### config.mk
export PLATFORM = sky130hd
export DESIGN_NAME = serial_adder
export DESIGN_NICKNAME = d
export VERILOG_FILES = /design/src/rtl/serial_adder_pkg.sv /design/src/rtl/fa_bit.sv /design/src/rtl/serial_adder.sv
export SDC_FILE = /design/constraint.sdc
export NUM_CORES = 1
export LEC_CHECK = 0
export BUFFER_PORTS_ARGS = -buffer_cell sky130_fd_sc_hd__buf_2
export CAP_MARGIN = 20
export CORE_MARGIN = 4
export CORE_UTILIZATION = 40
export DETAILED_ROUTE_END_ITERATION = 10
export HOLD_SLACK_MARGIN = 0.15
export SLEW_MARGIN = 10
export SYNTH_ARGS = -nofsm -noshare
export SYNTH_HDL_FRONTEND = slang
export SYNTH_SLANG_ARGS = --single-unit
### constraint.sdc
create_clock -name clk -period 2.8 [get_ports clk]
set_input_delay 0.14 -clock clk [delete_from_list [all_inputs] [get_ports clk]]
set_output_delay 0.14 -clock clk [all_outputs]
set_load 0.05 [all_outputs]
### src/rtl/serial_adder_pkg.sv
// Shared definitions for the bit-serial adder: FSM state encoding and
// the bit-counter width derivation.
package serial_adder_pkg;

  // IDLE waits for start, SHIFT processes one bit per clock, DONE strobes once.
  typedef enum logic [1:0] {
    ST_IDLE  = 2'd0,
    ST_SHIFT = 2'd1,
    ST_DONE  = 2'd2
  } state_t;

  // The counter must represent 0..WIDTH-1 with headroom, including WIDTH=1.
  function automatic int cnt_width(input int width);
    return $clog2(width) + 1;
  endfunction

endpackage

### src/rtl/fa_bit.sv
// One-bit combinational full adder; the only arithmetic cell in the
// serial adder, reused for every bit position over time.
module fa_bit (
  input  logic x,
  input  logic y,
  input  logic ci,
  output logic s,
  output logic co
);

  assign s  = x ^ y ^ ci;
  assign co = (x & y) | (x & ci) | (y & ci);

endmodule

### src/rtl/serial_adder.sv
// Bit-serial WIDTH-bit adder: operands are captured on an accepted start,
// then one bit per clock (LSB first) passes through a single full-adder
// cell, with the carry held in a flip-flop between bits. The registered
// sum/cout are presented with a one-cycle done strobe.
// Optional feature macro: SERIAL_ADDER_SUB_EN adds a `sub` input that
// turns the operation into a - b (cout=1 means no borrow).
module serial_adder
  import serial_adder_pkg::*;
#(
  parameter int WIDTH = 8
) (
  input  logic             clk,
  input  logic             rst_n,
  input  logic             start,
  input  logic [WIDTH-1:0] a,
  input  logic [WIDTH-1:0] b,
  input  logic             cin,
`ifdef SERIAL_ADDER_SUB_EN
  input  logic             sub,
`endif
  output logic             busy,
  output logic             done,
  output logic [WIDTH-1:0] sum,
  output logic             cout
);

  localparam int CNT_W = cnt_width(WIDTH);

  state_t             state_reg;
  state_t             state_next;
  logic [WIDTH-1:0]   a_sr_reg;
  logic [WIDTH-1:0]   b_sr_reg;
  logic [WIDTH-1:0]   sum_sr_reg;
  logic [WIDTH-1:0]   sum_sr_next;
  logic               carry_reg;
  logic [CNT_W-1:0]   cnt_reg;
  logic               last_bit;
  logic               fa_s;
  logic               fa_co;
  logic [WIDTH-1:0]   b_load;
  logic               carry_load;
  logic               unused_sum_lsb;

  // The single arithmetic cell, fed from the operand LSBs and the carry FF.
  fa_bit u_fa (
    .x  (a_sr_reg[0]),
    .y  (b_sr_reg[0]),
    .ci (carry_reg),
    .s  (fa_s),
    .co (fa_co)
  );

  // New sum bit enters at the MSB; everything else moves one place down.
  for (genvar gi = 0; gi < WIDTH - 1; gi++) begin : g_sum_shift
    assign sum_sr_next[gi] = sum_sr_reg[gi+1];
  end
  assign sum_sr_next[WIDTH-1] = fa_s;

  // The shift-register LSB falls off the end on every shift and is never consumed.
  assign unused_sum_lsb = sum_sr_reg[0];

  assign last_bit = (cnt_reg == CNT_W'(WIDTH - 1));

  // Operand conditioning at capture time: subtract is a + ~b + 1.
  always_comb begin
    b_load     = b;
    carry_load = cin;
`ifdef SERIAL_ADDER_SUB_EN
    if (sub) begin
      b_load     = ~b;
      carry_load = 1'b1;
    end
`endif
  end

  // State register.
  always_ff @(posedge clk) begin
    if (!rst_n) begin
      state_reg <= ST_IDLE;
    end else begin
      state_reg <= state_next;
    end
  end

  // Next-state and status decode; start only matters in IDLE.
  always_comb begin
    state_next = state_reg;
    busy       = 1'b0;
    done       = 1'b0;
    unique case (state_reg)
      ST_IDLE: begin
        if (start) state_next = ST_SHIFT;
      end
      ST_SHIFT: begin
        busy = 1'b1;
        if (last_bit) state_next = ST_DONE;
      end
      ST_DONE: begin
        done       = 1'b1;
        state_next = ST_IDLE;
      end
      default: state_next = ST_IDLE;
    endcase
  end

  // Datapath: capture on accept, one bit per clock in SHIFT, publish on the last bit.
  always_ff @(posedge clk) begin
    if (!rst_n) begin
      a_sr_reg   <= '0;
      b_sr_reg   <= '0;
      sum_sr_reg <= '0;
      carry_reg  <= 1'b0;
      cnt_reg    <= '0;
      sum        <= '0;
      cout       <= 1'b0;
    end else begin
      unique case (state_reg)
        ST_IDLE: begin
          if (start) begin
            a_sr_reg  <= a;
            b_sr_reg  <= b_load;
            carry_reg <= carry_load;
            cnt_reg   <= '0;
          end
        end
        ST_SHIFT: begin
          sum_sr_reg <= sum_sr_next;
          carry_reg  <= fa_co;
          a_sr_reg   <= a_sr_reg >> 1;
          b_sr_reg   <= b_sr_reg >> 1;
          cnt_reg    <= cnt_reg + 1'b1;
          if (last_bit) begin
            sum  <= sum_sr_next;
            cout <= fa_co;
          end
        end
        default: begin
        end
      endcase
    end
  end

endmodule
=== Word-level counts from Yosys, hierarchy flattened ===
Cells that the tools add are included.

* Register bits after elaboration: 40
* Bits in latches: 0
* Memory bits (writable): 0
* Memory bits (read-only): 0
* Input bits: 20
* Output and inout bits: 11
* Logic and storage cells: 39
* Memories: 0

* $add $sub $neg: 1
* Multiply operators: 0
* Divide/modulo/power cells: 0
* Magnitude comparators: 0
* Eq/ne operators: 5
* Shift-type cells: 0
* Multiplexer cells: 13
* Bitwise logic cells: 7
* Reductions and logical operators: 5

{| class="wikitable"
|+ Operators by type and width
! operator !! count
|-
| one-hot mux 8 bit (2 select lines) || 2
|-
| two-way mux 8 bit || 2
|-
| one-hot mux 4 bit (2 select lines) || 1
|-
| AND reduction 2 bit || 3
|-
| adder 4 x 1 -> 4 bit, second input constant || 1
|-
| equality test 4 x 3 -> 1 bit, second input constant || 1
|-
| two-way mux 2 bit || 2
|-
| two-way mux 4 bit || 1
|-
| inequality test 2 bit, second input constant || 2
|-
| one-hot mux 2 bit (2 select lines) || 1
|-
| AND 1 bit || 3
|-
| two-way mux 1 bit || 3
|-
| equality test 2 x 1 -> 1 bit, second input constant || 1
|-
| equality test 2 bit, second input constant || 1
|-
| zero test 2 bit || 1
|-
| bitwise OR 1 bit || 2
|-
| one-hot mux 1 bit (2 select lines) || 1
|-
| nonzero test 2 bit || 1
|-
| bitwise XOR 1 bit || 2
|}

=== Logic depth before layout (Yosys ltp) ===
Gate-level depths: netlist of the first run.

* Depth after elaboration: 4
* Depth in mapped cells: 5
* Mapped depth without buffers: 4

=== Modules after synthesis ===
A second synthesis of the first run with hierarchy kept.

* Cells, all modules: 187
* Area, all modules: 1600.3 sq um

{| class="wikitable"
|+ By module, submodules not included
! module !! times used !! cells an instance !! area an instance (sq um) !! sequential area each (sq um)
|-
| serial_adder || 1 || 186 || 1580.3 || 780.7
|-
| fa_bit || 1 || 1 || 20.0 || 0.0
|}

=== Worst setup path after synthesis of the first run ===
Ideal clock, no wire load.

* Path type: register to output
* Start: register state_reg[1]
* End: output port done
* Data arrival time: 1314 ps
* Required time: 2660 ps
* Setup slack: 1346 ps
* Stages on the path, launching flop included: 4
* Path buffers: 1
* Cell sequence: dfxtp_1 -> inv_1 -> clkbuf_1 -> nor2_1

* Cells in the longest elaborated chain, start to end: 2

{| class="wikitable"
|+ RTL lines
! element !! line !! source
|-
| from (decl) || serial_adder.sv:29 || <nowiki>state_t state_reg;</nowiki>
|-
| from (signal assigned) || serial_adder.sv:81 || <nowiki>state_reg <= state_next;</nowiki>
|-
| equality test 2 bit || serial_adder.sv:90 || <nowiki>unique case (state_reg)</nowiki>
|-
| two-way mux 1 bit || serial_adder.sv:90 ||
|-
| to (decl) || serial_adder.sv:22 || <nowiki>output logic done,</nowiki>
|}

No other way between the ends.

=== Worst setup path after layout of the first run ===
* Start: register state_reg[1]
* End: register sum[7]

* Cells in the longest elaborated chain, start to end: 2

{| class="wikitable"
|+ RTL lines
! element !! line !! source
|-
| equality test 2 x 1 -> 1 bit || serial_adder.sv:117 || <nowiki>unique case (state_reg)</nowiki>
|-
| AND reduction 2 bit (no line) || n/a ||
|-
| to (signal assigned) || serial_adder.sv:133 || <nowiki>sum <= sum_sr_next;</nowiki>
|-
| to (decl) || serial_adder.sv:23 || <nowiki>output logic [WIDTH-1:0] sum,</nowiki>
|}

No other way between the ends.
A chain may end at the register's enable or synchronous reset.

==> flow_summary.ini, run 1 <==
[sta]
clock.fmax_mhz = 474
hold_violations = 0
worstMarginPinSlew_ps = 582
setup_tns_ps = 0
finalCritPeriodShare_pct = 75.3
worst_slack_ps = 691
skew_ps = 5.96
rsz0062_at_grt = false
setup_viol = 0
final_max_slew_viol_count = 0
post-route-min-period_ps = 2110
max-slew-margin-rel_pct = 61.2

[synthesis]
yosys.area.top_type = dfxtp_1
synth.cell_area_sq_um = 1700
synth_top_area_share_pct = 46.0
synth.area.mux_share_pct = 5.90
yosys_warnings = 0
synth_top_family_by_area = compound AO/OA/AOI/OAI gates
synth.distinct_cells = 32
seq_area_frac_synth_pct = 46.0
ys_top_cells_by_area = dfxtp_1, o221ai_1, nand2_1
synth_fa_ha_area_share_pct = 1.92
syn_area_per_cell_sq_um = 8.84
syn-num-nets = 214
synthSimpleGateAreaFrac_pct = 17.0
ys_ff_latch = 39
synth-compound-area-share_pct = 22.9
synthXorXnorAreaFrac_pct = 0
syn_inst = 192

[placed_design]
place_hpwl_microns = 2290
place_ws_ps = 676
globalplace.congestion = 0.701
placed_area_sq_um = 1840
port_buffers = 30

[route]
antenna_left = 0
drc_errors = 0
postRouteWirelength_microns = 3460
drtIter0Drc = 117
num_vias = 1429
drtPass1Iterations = 4
wl_per_cell_microns = 12.9
viasPerCell = 5.33

[grt]
grt_pass1_wl_microns = 5810
overflow = 0
first_global_vias = 1282
grt_usage_pct = 13.8
grt_start_max_net_pins = 37
antenna_found_initial = 0

[final_layout]
layout.cells.most_common = dfxtp_1
most-common-layout-cells = dfxtp_1, nand2_1, buf_2, a21oi_1, o221ai_1
final_cell_area_sq_um = 1940
register_area_sq_um = 781
fill_cells = 409
final_util_pct = 47.9
multi_input_area_sq_um = 811
drive_gt1_share_pct = 21.1
synthToLayoutAreaGrowth_pct = 14.5
num_antenna_cells = 0
final_net_count = 239

[pwr]
p_seq_share_pct = 56.0
p_leak_nw = 0.744
power_switching_mw = 0.271
powerDensity_nw_per_um2 = 553
power_mw = 1.07
clockPowerShare_pct = 33.7
vdd_drop_max_mv = 0.295
p_int_mw = 0.803
p_sw_share_pct = 25.2
pwr-share-comb_pct = 10.3

[floorplan]
start_util_pct = 41.8
std_cell_rows = 23
dieHeight_microns = 73.1
die_area_sq_um = 5350
ios = 31
coreArea_sq_um = 4060
die_w_microns = 73.1

[critical_path]
end_kind = flip-flop
startpoint_type = flip-flop
crit_chain = nand2b_2 -> inv_2 -> and4b_1 -> mux2i_1
slowest_stage = and4b_1
cp.required_ps = 3020
cp_max_fo = 24
critical_path_class = flip-flop to flip-flop
worst_path_largest_cell_delay_ps = 610
arrival_ps = 2330

[clocking]
clk_path_buf_depth = 2
cts_hold_buffers = 2
cts_root_buffer = clkbuf_8
cts_resized = 0
clkTransAtPathRegs_ps = 70
numCtsBuffers = 5
clock_sinks = 39
cts_tree = built
cts_setup_buffers = 0
insertion_delay_ps = 290
htree_num_levels = 2

[status]
outcome = finished clean

[flow_run]
max_cap_violations = 0

[worst_hold_path]
hp-class = primary input to flip-flop
-- path summary, 6_finish.rpt --
kind                                    start             to  cells after the start  slack, ps
worst max-delay path             state_reg[1]         sum[7]                      4        690
worst min register to register  sum_sr_reg[1]  sum_sr_reg[1]                      2        460
worst min-delay path                     b[2]    b_sr_reg[2]                      3        160
worst max register to register   state_reg[1]         sum[7]                      4        690
-- kinds of logic (layout without fill, tap and decap cells) --
family                   after synthesis  count (layout)
AO/OA/AOI/OAI                         61              61
adder cells (fa/ha/maj)                2               2
buffers and inverters                 23              49
flip-flops                            39              39
multiplexers                          10              10
AND/OR/NAND/NOR                       57              57
-- through the flow --
| stage | std cells | hold WS (ps) |
|---|---|---|
| after floorplan | 192 | 348 |
| after global placement | 258 | 440 |
| after detailed placement | 258 | 446 |
| after CTS | 268 | 151 |
| after global routing | 268 | 158 |
| final | 268 | 156 |
-- routing by layer --
layer	GRT usage, %	vias up	part of all wire (%)
met4	6.15	0	1.9
met5	0	-	0
met1	17.6	655	49
met2	21.2	21	44
li1	-	745	-
met3	4.41	8	5.2
-- final cells by class --
type | instances | share of cell area (%)
clock buffers | 7 | 3.93
clock inverters | 1 | 0.258
inverters | 8 | 1.55
multi-input cells | 130 | 41.7
flip-flops and latches | 39 | 40.2
well taps | 50 | 3.22
repair buffers | 33 | 9.14
-- cells in the mapped netlist (all sizes together) --
master,number
a32o,2
o21ai,9
a22oi,1
nor2,4
nor2b,1
dfxtp,39
and2,1
nand2b,2
a21oi,23
clkbuf,6
inv,8
nand2,34
mux2i,10
nor3,1
o21bai,1
fa,1
or3b,8
and4b,2
a31oi,1
o221ai,15
ha,1
nand3,2
buf,9
or3,1
nor3b,1
o22ai,9
-- worst max-delay path, delay by kind of cell, from the launching register on --
family	cells	cell delay, ps
flip-flops	1	440
AND/OR/NAND/NOR	2	1080
buffers and inverters	1	270
multiplexers	1	250
-- power by group through the flow --
stage	Sequential, mW	Combinational (mW)	Clock [mW]
after floorplan	0.609	0.0835	0
after global placement	0.614	0.109	0
after detailed placement	0.614	0.109	0
after CTS	0.601	0.112	0.371
after global routing	0.605	0.127	0.392
final	0.601	0.111	0.362
No activity file was read; power rests on OpenSTA's default activity.
==> run 2, diff against run 1 <==
- ABC_AREA: not set -> 1
- clock period: 2.8 -> 2.1 ns (I/O delays scaled with it)
==> run 2 against run 1 <==
  * Maximum frequency grew 47%
  * First-iteration DRC count down 50%
  * Global-route usage is 1.5 points higher
  * Sequential share of layout area fell by 3.1 points
  * Non-clock buffer count increased by 14
  * Sequential cell count is the same
  * Utilization grew 3.6 points
  * Clock power grew 27%
  * Worst setup slack worse by 29 ps
  * Register-to-register slack lost 30 ps
  * Critical endpoint is now b_sr_reg[4]
  * Highest routed layer unchanged
==> flow_summary.ini, run 2 <==
[status]
outcome = finished clean

[floorplan]
dieHeight_microns = 73.6
die_area_sq_um = 5420
start_util_pct = 42.1
coreArea_sq_um = 4090
die_w_microns = 73.6
ios = 31
std_cell_rows = 23

[sta]
final_max_slew_viol_count = 0
setup_viol = 0
clock.fmax_mhz = 696
rsz0062_at_grt = false
hold_slack_ps = 159
hold_violations = 0
finalCritPeriodShare_pct = 68.5
post-route-min-period_ps = 1440
worstMarginPinSlew_ps = 466
setup_tns_ps = 0
worst_slack_ps = 662
skew_ps = 3.51
max-slew-margin-rel_pct = 68.9

[final_layout]
final_cell_area_sq_um = 2110
drive_gt1_share_pct = 15.3
fill_cells = 436
layout.cells.most_common = nor2_1
multi_input_area_sq_um = 800
num_antenna_cells = 0
final_util_pct = 51.5
final_net_count = 317
synthToLayoutAreaGrowth_pct = 22.3
fin_cells = 344
register_area_sq_um = 781
most-common-layout-cells = nor2_1, nand2_1, dfxtp_1, buf_2, nand3_1

[pwr]
p_leak_nw = 1.00
p_seq_share_pct = 55.5
power_mw = 1.43
power_switching_mw = 0.359
vdd_drop_max_mv = 0.381
powerDensity_nw_per_um2 = 679
pwr-share-comb_pct = 12.5
p_int_mw = 1.07
p_sw_share_pct = 25.1
clockPowerShare_pct = 32.0

[route]
drc_errors = 0
wl_per_cell_microns = 10.3
num_vias = 1565
viasPerCell = 4.55
drtIter0Drc = 59
drtPass1Iterations = 4
postRouteWirelength_microns = 3540
antenna_left = 0

[clocking]
numCtsBuffers = 5
cts_tree = built
clk_path_buf_depth = 2
clkTransAtPathRegs_ps = 70
cts_hold_buffers = 12
htree_num_levels = 2
cts_setup_buffers = 0
cts_resized = 0
insertion_delay_ps = 290
clock_sinks = 39
cts_root_buffer = clkbuf_8

[critical_path]
r2r_end = b_sr_reg[4]
cp-startpoint = state_reg[1]
critical_path_class = flip-flop to flip-flop
reg2reg_setup_slack_ps = 660
r2r_cells = 6
cp_max_fo = 15
r2r_start = state_reg[1]
crit_path_end = b_sr_reg[4]
cp.required_ps = 2320
arrival_ps = 1660
end_kind = flip-flop
startpoint_type = flip-flop

[worst_hold_path]
hp-class = primary input to flip-flop

[synthesis]
syn_area_per_cell_sq_um = 6.80
syn_inst = 253
synth-main-ff-cell = dfxtp_1
yosys.area.top_type = dfxtp_1
synth_most_common_cell = nor2_1
ys_top_cells_by_area = dfxtp_1, nor2_1, nand2_1
synth_edf_count = 0
ys_ff_latch = 39
seq_area_frac_synth_pct = 45.3
synth_top_area_share_pct = 45.3
synth.distinct_cells = 18
yosys_warnings = 0
synthArstFlopShare_pct = 0
synth.cell_area_sq_um = 1720
synth_common_cells = nor2_1, nand2_1, dfxtp_1
syn-num-nets = 275

[grt]
gr-max-usage-layer = met2
grt_start_max_net_pins = 27
grt_pass1_wl_microns = 6400
grt_usage_pct = 15.3
overflow = 0
first_global_vias = 1448
use_met1_pct = 19.2
grtUsageMet2_pct = 24.3
antenna_found_initial = 0
grt_use_met3_pct = 3.97

[placed_design]
dp.cells = 326
port_buffers = 30
placed_area_sq_um = 1910
place_ws_ps = 641
place_hpwl_microns = 2450
globalplace.congestion = 0.705

[flow_run]
max_cap_violations = 0
==> run 2: worst max-delay path: stages (launching register included) <==
cell	delay [ps]
dfxtp_1	390
inv_1	100
nand2_2	210
nand2_1	330
nor2_1	190
nor2_1	60
nor2_1	80
==> run 2: worst min-delay path by stage <==
| stage | from | endpoint | slack, ps | cells after the start |
|---|---|---|---|---|
| after global placement | b[7] | b_sr_reg[7] | 370 | 3 |
| after floorplan | a[7] | a_sr_reg[7] | 250 | 2 |
| after CTS | a[4] | a_sr_reg[4] | 150 | 5 |
| after global routing | b[5] | b_sr_reg[5] | 170 | 5 |
| after detailed placement | b[7] | b_sr_reg[7] | 370 | 3 |
| final | b[5] | b_sr_reg[5] | 160 | 5 |
==> run 2: cell families after synthesis <==
logic type | share of synthesized area (%)
and+or+nand+nor | 40.2
DFF | 45.3
buffers and inverters | 8.21
AOI/OAI and AO/OA | 4.36
adders and majority gates | 1.89
==> run 2: final cells by class <==
class                           instances  share of cell area, %
Sequential cell                        39                   37.1
Timing Repair Buffer                   47                   14.6
Tap cell                               50                   2.97
Inverter                               22                   3.92
Clock buffer                            6                   3.45
Multi-Input combinational cell        180                   38.0
==> run 2: power by group through the flow <==
stage	clock network, mW	registers (mW)	logic, mW
CTS	0.478	0.793	0.181
detailed placement	0	0.810	0.164
finish	0.458	0.793	0.179
global placement	0	0.809	0.164
global route	0.511	0.798	0.208
floorplan	0	0.805	0.123
==> run 2: metal layers <==
| metal | wire [microns] | vias up |
|---|---|---|
| met5 | 0 | - |
| met2 | 1570 | 25 |
| li1 | - | 864 |
| met3 | 148 | 8 |
| met4 | 74 | 0 |
| met1 | 1750 | 668 |
